[config.mk]
export PLATFORM = sky130hd
export DESIGN_NAME = sort_loader_flat
export DESIGN_NICKNAME = d
export VERILOG_FILES = /design/src/rtl/sort_loader_if.sv /design/src/rtl/sort_loader.sv /design/src/flat_wrapper.sv
export SDC_FILE = /design/constraint.sdc
export NUM_CORES = 1
export LEC_CHECK = 0
export CAP_MARGIN = 20
export CELL_PAD_IN_SITES_DETAIL_PLACEMENT = 1
export CELL_PAD_IN_SITES_GLOBAL_PLACEMENT = 2
export CORE_ASPECT_RATIO = 0.6
export CORE_UTILIZATION = 29
export CTS_CLUSTER_SIZE = 25
export DETAILED_ROUTE_END_ITERATION = 10
export PLACE_DENSITY_LB_ADDON = 0.1
export SYNTH_ARGS = -nofsm -noshare
export SYNTH_HDL_FRONTEND = slang
export SYNTH_SLANG_ARGS = --single-unit
[constraint.sdc]
create_clock -name clk -period 1.9 [get_ports clk]
set_clock_uncertainty 0.15 [all_clocks]
set_input_delay 0.285 -clock clk [delete_from_list [all_inputs] [get_ports clk]]
set_output_delay 0.285 -clock clk [all_outputs]
set_load 0.02 [all_outputs]
[src/rtl/sort_loader_if.sv]
// Bundle between sort_loader, its upstream word source and the sorter init/start port.
// master: the environment side (upstream source plus sorter); slave: the loader.
interface sort_loader_if #(
    parameter int unsigned N = 8,
    parameter int unsigned L = 4
);
    // Upstream valid/ready word stream
    logic         in_valid;
    logic         in_ready;
    logic [N-1:0] in_data;
    logic         in_last;

    // Sorter RAM init port and run control
    logic         WrInit;
    logic [L-1:0] RAddr;
    logic [N-1:0] DataIn;
    logic         start;
    logic         done;

    modport master (
        output in_valid, in_data, in_last, done,
        input  in_ready, WrInit, RAddr, DataIn, start
    );

    modport slave (
        input  in_valid, in_data, in_last, done,
        output in_ready, WrInit, RAddr, DataIn, start
    );
endinterface

[src/rtl/sort_loader.sv]
// Upstream feeder for sorting_top: collects one batch of up to DEPTH words, writes them
// into the sorter RAM, pads the remaining slots, runs the sorter and reports completion.
module sort_loader #(
    parameter int unsigned  N          = 8,
    parameter int unsigned  L          = 4,
    parameter int unsigned  DEPTH      = 8,
    parameter logic [N-1:0] PAD_VALUE  = '1,
    parameter int unsigned  TMO_CYCLES = 1024
) (
    input  logic             clk,
    input  logic             rst,
    sort_loader_if.slave     bus,
    output logic             busy,
    output logic             batch_done,
    output logic [L:0]       batch_count,
    output logic             tmo_err
);

    localparam logic [2:0] StLoad   = 3'd0;
    localparam logic [2:0] StPad    = 3'd1;
    localparam logic [2:0] StSettle = 3'd2;
    localparam logic [2:0] StRun    = 3'd3;
    localparam logic [2:0] StDrain  = 3'd4;

    localparam int unsigned TW        = (TMO_CYCLES > 0) ? $clog2(TMO_CYCLES + 1) : 1;
    localparam bit          TMO_EN    = (TMO_CYCLES != 0);
    localparam logic [TW-1:0] TMO_LIMIT = TW'(TMO_CYCLES);
    localparam logic [L:0]  LAST_IDX  = (L + 1)'(DEPTH - 1);
    localparam logic [L:0]  DEPTH_IDX = (L + 1)'(DEPTH);

    logic [2:0]    state_q, state_d;
    logic [L:0]    wr_idx_q, wr_idx_d;
    logic [L:0]    count_next_q, count_next_d;
    logic [TW-1:0] tmo_cnt_q, tmo_cnt_d;
    logic          wr_init_q, wr_init_d;
    logic [L-1:0]  raddr_q, raddr_d;
    logic [N-1:0]  data_q, data_d;
    logic          start_q, start_d;
    logic          batch_done_q, batch_done_d;
    logic [L:0]    batch_count_q, batch_count_d;
    logic          tmo_err_q, tmo_err_d;

    logic          in_ready;
    logic          accept;
    logic [L:0]    wr_idx_inc;
    logic          close;

    // Ready is purely a state decode; forced low while reset is held.
    assign in_ready   = (state_q == StLoad) && !rst;
    assign accept     = bus.in_valid && in_ready;
    assign wr_idx_inc = wr_idx_q + 1'b1;
    // The DEPTH-th word closes the batch whether or not it carries in_last.
    assign close      = bus.in_last || (wr_idx_q == LAST_IDX);

    // Next-state and registered-output computation for the load/pad/run sequence
    always_comb begin
        state_d       = state_q;
        wr_idx_d      = wr_idx_q;
        count_next_d  = count_next_q;
        tmo_cnt_d     = tmo_cnt_q;
        wr_init_d     = 1'b0;
        raddr_d       = raddr_q;
        data_d        = data_q;
        start_d       = start_q;
        batch_done_d  = 1'b0;
        batch_count_d = batch_count_q;
        tmo_err_d     = 1'b0;

        unique case (state_q)
            StLoad: begin
                if (accept) begin
                    wr_init_d = 1'b1;
                    raddr_d   = wr_idx_q[L-1:0];
                    data_d    = bus.in_data;
                    wr_idx_d  = wr_idx_inc;
                    if (close) begin
                        count_next_d = wr_idx_inc;
                        state_d      = (wr_idx_inc < DEPTH_IDX) ? StPad : StSettle;
                    end
                end
            end
            StPad: begin
                wr_init_d = 1'b1;
                raddr_d   = wr_idx_q[L-1:0];
                data_d    = PAD_VALUE;
                wr_idx_d  = wr_idx_inc;
                if (wr_idx_q == LAST_IDX) begin
                    state_d = StSettle;
                end
            end
            StSettle: begin
                // Final write is on the bus this cycle; the sorter commits it at this edge.
                raddr_d   = '0;
                data_d    = '0;
                start_d   = 1'b1;
                tmo_cnt_d = '0;
                state_d   = StRun;
            end
            StRun: begin
                if (bus.done) begin
                    start_d       = 1'b0;
                    batch_done_d  = 1'b1;
                    batch_count_d = count_next_q;
                    state_d       = StDrain;
                end else if (TMO_EN && (tmo_cnt_q == TMO_LIMIT)) begin
                    start_d   = 1'b0;
                    tmo_err_d = 1'b1;
                    state_d   = StDrain;
                end else if (TMO_EN) begin
                    tmo_cnt_d = tmo_cnt_q + 1'b1;
                end
            end
            StDrain: begin
                // Hold off the next batch until the sorter lets go of done.
                if (!bus.done) begin
                    wr_idx_d = '0;
                    state_d  = StLoad;
                end
            end
            default: begin
                state_d = StLoad;
            end
        endcase
    end

    // State and output registers with synchronous reset
    always_ff @(posedge clk) begin
        if (rst) begin
            state_q       <= StLoad;
            wr_idx_q      <= '0;
            count_next_q  <= '0;
            tmo_cnt_q     <= '0;
            wr_init_q     <= 1'b0;
            raddr_q       <= '0;
            data_q        <= '0;
            start_q       <= 1'b0;
            batch_done_q  <= 1'b0;
            batch_count_q <= '0;
            tmo_err_q     <= 1'b0;
        end else begin
            state_q       <= state_d;
            wr_idx_q      <= wr_idx_d;
            count_next_q  <= count_next_d;
            tmo_cnt_q     <= tmo_cnt_d;
            wr_init_q     <= wr_init_d;
            raddr_q       <= raddr_d;
            data_q        <= data_d;
            start_q       <= start_d;
            batch_done_q  <= batch_done_d;
            batch_count_q <= batch_count_d;
            tmo_err_q     <= tmo_err_d;
        end
    end

    assign bus.in_ready = in_ready;
    assign bus.WrInit   = wr_init_q;
    assign bus.RAddr    = raddr_q;
    assign bus.DataIn   = data_q;
    assign bus.start    = start_q;

    assign busy        = !((state_q == StLoad) && (wr_idx_q == '0));
    assign batch_done  = batch_done_q;
    assign batch_count = batch_count_q;
    assign tmo_err     = tmo_err_q;

    // Completion and timeout are alternative exits from RUN.
    pulse_exclusive_a: assert property (@(posedge clk) disable iff (rst)
        !(batch_done_q && tmo_err_q));

    // The sorter never sees a RAM write while it is running.
    no_write_in_run_a: assert property (@(posedge clk) disable iff (rst)
        !(start_q && wr_init_q));

endmodule

[src/flat_wrapper.sv]
// flat-port wrapper written by rule: the top's interface ports become plain ports
module sort_loader_flat 
#(
    parameter int unsigned  N          = 8,
    parameter int unsigned  L          = 4,
    parameter int unsigned  DEPTH      = 8,
    parameter logic [N-1:0] PAD_VALUE  = '1,
    parameter int unsigned  TMO_CYCLES = 1024
)
  (clk, rst, busy, batch_done, batch_count, tmo_err, bus_in_valid, bus_in_data, bus_in_last, bus_done, bus_in_ready, bus_WrInit, bus_RAddr, bus_DataIn, bus_start);
  sort_loader_if #(.N(N), .L(L)) bus_i ();
  input  logic clk;
  input  logic rst;
  output logic busy;
  output logic batch_done;
  output logic [L:0] batch_count;
  output logic tmo_err;
  input wire logic [$bits(bus_i.in_valid)-1:0] bus_in_valid;
  input wire logic [$bits(bus_i.in_data)-1:0] bus_in_data;
  input wire logic [$bits(bus_i.in_last)-1:0] bus_in_last;
  input wire logic [$bits(bus_i.done)-1:0] bus_done;
  output wire logic [$bits(bus_i.in_ready)-1:0] bus_in_ready;
  output wire logic [$bits(bus_i.WrInit)-1:0] bus_WrInit;
  output wire logic [$bits(bus_i.RAddr)-1:0] bus_RAddr;
  output wire logic [$bits(bus_i.DataIn)-1:0] bus_DataIn;
  output wire logic [$bits(bus_i.start)-1:0] bus_start;
  assign bus_i.in_valid = bus_in_valid;
  assign bus_i.in_data = bus_in_data;
  assign bus_i.in_last = bus_in_last;
  assign bus_i.done = bus_done;
  assign bus_in_ready = bus_i.in_ready;
  assign bus_WrInit = bus_i.WrInit;
  assign bus_RAddr = bus_i.RAddr;
  assign bus_DataIn = bus_i.DataIn;
  assign bus_start = bus_i.start;
  sort_loader #(.N(N), .L(L), .DEPTH(DEPTH), .PAD_VALUE(PAD_VALUE), .TMO_CYCLES(TMO_CYCLES)) u_core (.clk(clk), .rst(rst), .bus(bus_i), .busy(busy), .batch_done(batch_done), .batch_count(batch_count), .tmo_err(tmo_err));
endmodule
---- Word-level counts from Yosys, hierarchy flattened ----
Cells that the tools add are included.
word-level totals
  RAM bits ................................ 0
  register bits after elaboration ......... 45
  input port bits ......................... 13
  memories kept ........................... 0
  latch bits .............................. 0
  bits in read-only memories .............. 0
  logic and storage cells ................. 73
operators by class
  divide/modulo/power cells ............... 0
  reductions and logical operators ........ 20
  muxes and demuxes ....................... 25
  $mul .................................... 0
  bitwise logic cells ..................... 1
  add/subtract/negate cells ............... 2
  $lt $le $gt $ge ......................... 1
  equality and inequality tests ........... 13
  shift-type cells ........................ 0
operators by type and width
  cell                     count
  $pmux W8 S3              1
  $mux W11                 2
  $pmux W11 S2             1
  $mux W3                  6
  $pmux W3 S5              1
  $pmux W5 S3              1
  $pmux W4 S3              1
  $add A11 B1 Y11 const B  1
  $eq A11 B11 Y1 const B   1
  $mux W5                  2
  $reduce_and A3 Y1        3
  $mux W8                  1
  $eq A3 B2 Y1 const B     2
  $ne A2 B1 Y1 const B     3
  $ne A2 B2 Y1 const B     3
  $reduce_and A2 Y1        3
  $reduce_bool A3 Y1       2
  $add A5 B1 Y5 const B    1
  $eq A5 B3 Y1 const B     1
  $logic_not A5 Y1         1
  $lt A5 B4 Y1 const B     1
  $mux W1                  5
  $reduce_and A5 Y1        1
  $mux W4                  1
  other kinds (13)         17

---- Logic depth before layout (Yosys ltp) ----
  word-level depth ........................ 6
  mapped depth ............................ 6
  depth with buffers taken out ............ 6

---- Worst setup path after synthesis ----
No wires, ideal clock.
  path type ............................... flip-flop to flip-flop
  start point ............................. register u_core.state_q[1]
  end point ............................... register u_core.count_next_q[0]
  clock period less this slack ............ 1.894 ns
  buffers on the path ..................... 1
  data arrival time ....................... 1.617 ns
  path slack .............................. 0.006 ns
  cell stages (with the launch flop) ...... 6
  cells stage by stage .................... dfxtp_1 buf_2 nor4_2 o211ai_2 mux2i_1 nor2_1
between the ends
  longest elaborated chain between the ends .. 4
ends and longest elaborated chain
  what                                line                source
  start: declaration                  sort_loader.sv:31   logic [2:0] state_q, state_d;
  start signal: assignment            sort_loader.sv:129  state_q <= StLoad;
  start signal: assignment            sort_loader.sv:141  state_q <= state_d;
  $logic_not A3 Y1                    sort_loader.sv:49   assign in_ready = (state_q == StLoad) && !rst;
  $logic_and A1 B1 Y1                 sort_loader.sv:49
  named net bus_in_ready              flat_wrapper.sv:22  output wire logic [$bits(bus_i.in_ready)-1:0] bus_in_ready;
  $logic_and A1 B1 Y1                 sort_loader.sv:50   assign accept = bus.in_valid && in_ready;
  $reduce_and A3 Y1 (no source line)  --
  end signal: assignment              sort_loader.sv:143  count_next_q <= count_next_d;
  end: declaration                    sort_loader.sv:33   logic [L:0] count_next_q, count_next_d;
The timed path passes the listed nets, and every way through them passes these cells.
A chain may end at the register's enable or synchronous reset.

---- Worst setup path in the final report ----
  start point ............................. register u_core.wr_idx_q[4]
  end point ............................... register u_core.state_q[2]
between the ends
  longest elaborated chain between the ends .. 4
ends and longest elaborated chain
  what                                  line                                  source
  start: declaration                    sort_loader.sv:32                     logic [L:0] wr_idx_q, wr_idx_d;
  start signal: assignment              sort_loader.sv:142                    wr_idx_q <= wr_idx_d;
  $eq A5 B3 Y1 *                        sort_loader.sv:53, sort_loader.sv:87
  $logic_or A1 B1 Y1                    sort_loader.sv:53                     assign close = bus.in_last || (wr_idx_q == LAST_IDX);
  $ne A2 B1 Y1 (no source line)         --
  $reduce_and A5 Y1 (no source line) *  --
Every way passes the cells marked *; elsewhere a longest branch is shown, timed or not.

==> flow_summary.json <==
{
  "status": "finished clean",
  "whs_path_depth": 3,
  "setup-violations-final": 0,
  "rsz0062_at_grt": "true",
  "clock_path_buffers": 2,
  "max_stage_delay_ps": 480,
  "rr_worst_depth": 4,
  "synth_cell_types": 52,
  "fp.dieH_microns": 69.3,
  "io_buffers": 35,
  "worst-setup-path-type": "reg -> reg",
  "area_delta_synth_final_pct": 45.9,
  "fin_nets": 337,
  "overflow": 0,
  "worstPathMaxFanout": 5,
  "firstDrtPassIters": 4,
  "num_io_pins": 36,
  "syn_inst": 242,
  "slowest_stage": "dfxtp_1",
  "ys_async_sr_fraction_pct": 0,
  "yosysWarnings": 0,
  "num_rows": 24,
  "finalHoldViolCount": 0,
  "vias_per_cell": 4.86,
  "slew_headroom_pct": 68.1,
  "cp.arrival_ps": 1840,
  "clock-sinks": 45,
  "rrSetupSlack_ps": 70,
  "holdCritPathClass": "in -> reg",
  "grt_util_all_layers_pct": 17.7,
  "post-route-util_pct": 43.9,
  "dr.first_iter.drc_count": 82,
  "fmax_mhz": 547,
  "crit_chain": "and4bb_2 > a2111oi_2 > or3_4 > o41ai_2",
  "yosys_register_bits": 45,
  "cp-end-kind": "register",
  "cts-buffers-inserted": 5,
  "grt_pass1_vias": 2092,
  "die_width_microns": 114,
  "ir_drop_mv": 0.356,
  "synth_fp_nets": 259,
  "hold_path_end": "u_core.tmo_err",
  "seq_area_frac_synth_pct": 41.2,
  "die-area_sq_um": 7910,
  "cap_viol_max_count": 0,
  "vias": 2064,
  "gp_congestion": 0.770,
  "report.final.slew_viol_count": 0,
  "power_density_nw_per_um2": 694,
  "fin_cells": 425,
  "whs_ps": 286,
  "grt_pass1_wl_mm": 10.8,
  "min_period_ps": 1830,
  "synth-main-ff-cell": "dfxtp_1",
  "ctsHoldBuffers": 0,
  "dp_cells": 414,
  "dpl.hpwl_mm": 5.01,
  "cp_top_family": "simple AND/OR/NAND/NOR gates",
  "worstPathBufferInverterCount": 0,
  "start_kind": "register",
  "finalWirelength_mm": 6.66,
  "timing.rr.end": "u_core.state_q[2]",
  "insertion_delay_ps": 290,
  "synthesis.area_sq_um": 2190,
  "period_share_pct": 96.2,
  "clkTransAtPathRegs_ps": 60,
  "start_util_pct": 30.1,
  "worstMarginPinSlew_ps": 477,
  "wire_per_inst_microns": 15.7,
  "drive_gt1_share_pct": 26.2,
  "coreArea_sq_um": 7270,
  "synth_edf_count": 0,
  "grt_max_degree": 22,
  "cts_tree": "done",
  "required_ps": 1910,
  "min_from": "rst",
  "drc_errors": 0,
  "htree_levels": 2,
  "avgSynthCellArea_sq_um": 9.04,
  "n_antenna_cell": 0,
  "p_leak_nw": 1.35,
  "total_power_mw": 2.22,
  "pre_cts_slack_ps": -336,
  "r2r_start": "u_core.wr_idx_q[4]",
  "finalWorstSetupSlack_ps": 71.7,
  "ant_nets": 0,
  "antenna_found_initial": 0,
  "cts-root-buf": "clkbuf_16"
}
[report_power, final]
group          internal, mW  total, mW  leakage (nW)  switching [mW]
registers             0.973      0.990         0.367          0.0173
logic                 0.160      0.328         0.908           0.168
clock network         0.524      0.898        0.0768           0.374
[per-stage QoR]
stage                     instance area, sq um  setup TNS (ps)
after CTS                                 3160           -97.4
final                                     3190               0
after global placement                    2970           -6310
after floorplan                           2190               0
after global routing                      3190           -4.81
after detailed placement                  2970           -7100
[final cells by class]
cell class	count	area [sq um]
Clock buffer	6	139
Clock inverter	2	13.8
Fill cell	870	4070
Inverter	10	37.5
Multi-Input combinational cell	175	1240
Sequential cell	45	905
Tap cell	104	130
Timing Repair Buffer	83	727
[what timing repair did]
action / CTS / global route
gates resized for setup: 10 / 16
gates cloned: 0 / 1
setup endpoints to repair: 5 / 21
pin swaps: 1 / 3
setup buffers: 2 / 0
hold endpoints to repair: 0 / 0
[layout by cell type (no fill, tap or decap), types with 8 or more instances in the layout]
cell	instances
buf_4	44
dfxtp_1	42
clkdlybuf4s50_1	32
nor2_1	29
nand2_1	19
a21oi_1	17
mux2i_1	16
o21ai_0	12
nand3_1	10
inv_1	8
[layer usage]
| metal | wire (microns) | vias to the layer above | GRT usage, % |
|---|---|---|---|
| met1 | 3770 | 992 | 27.7 |
| met4 | 33 | 0 | 3.46 |
| met3 | 297 | 4 | 3.93 |
| li1 | - | 1028 | - |
| met2 | 2570 | 40 | 24.2 |
| met5 | 0 | - | 0 |
[tightest hold or removal path, stage by stage]
cell	delay (ps)
dlymetal6s2s_1	180
buf_4	160
nor3_1	50
[Yosys cell counts, types with 4 or more instances]
library cell,n,area (sq um)
dfxtp_1,45,901
nor2_1,29,109
nand2_1,19,71.3
a21oi_1,18,90.1
mux2i_1,16,160
o21ai_0,13,65.1
inv_1,10,37.5
nand3_1,10,50.1
buf_2,7,35.0
xor2_1,6,52.6
clkbuf_1,5,18.8
ha_1,4,50.1
nor2b_1,4,25.0
or3_1,4,25.0
[registers in the layout, summed over array words and instances, names as in the netlist]
register and flops:
u_core.bus.WrInit 1, u_core.tmo_cnt_q 11, u_core.bus.start 1, u_core.batch_count 5, u_core.state_q 3, u_core.bus.DataIn 8
u_core.count_next_q 5, u_core.batch_done 1, u_core.wr_idx_q 5, u_core.tmo_err 1, u_core.bus.RAddr 4
[how the worst max path moves through the flow]
stage | startpoint | to | slack (ps) | cells past startpoint
2_1_floorplan | u_core.state_q[1] | u_core.count_next_q[0] | 6 | 5
3_3_place_gp | rst | bus_in_ready | -310 | 4
3_5_place_dp | rst | u_core.wr_idx_q[2] | -340 | 6
4_1_cts | rst | u_core.wr_idx_q[3] | -50 | 6
5_1_grt | u_core.tmo_cnt_q[0] | u_core.state_q[2] | -3 | 6
6_report | u_core.wr_idx_q[4] | u_core.state_q[2] | 70 | 4
[cell families after synthesis]
group | after synthesis | synth area share (%)
multiplexers | 16 | 7.32
buffers and inverters | 22 | 4.17
adder cells (fa/ha/maj) | 4 | 2.29
AO/OA/AOI/OAI | 54 | 17.4
AND/OR/NAND/NOR | 92 | 24.1
XOR/XNOR | 9 | 3.60
flip-flops | 45 | 41.2
Note: power is estimated with default switching activity, not from simulation.
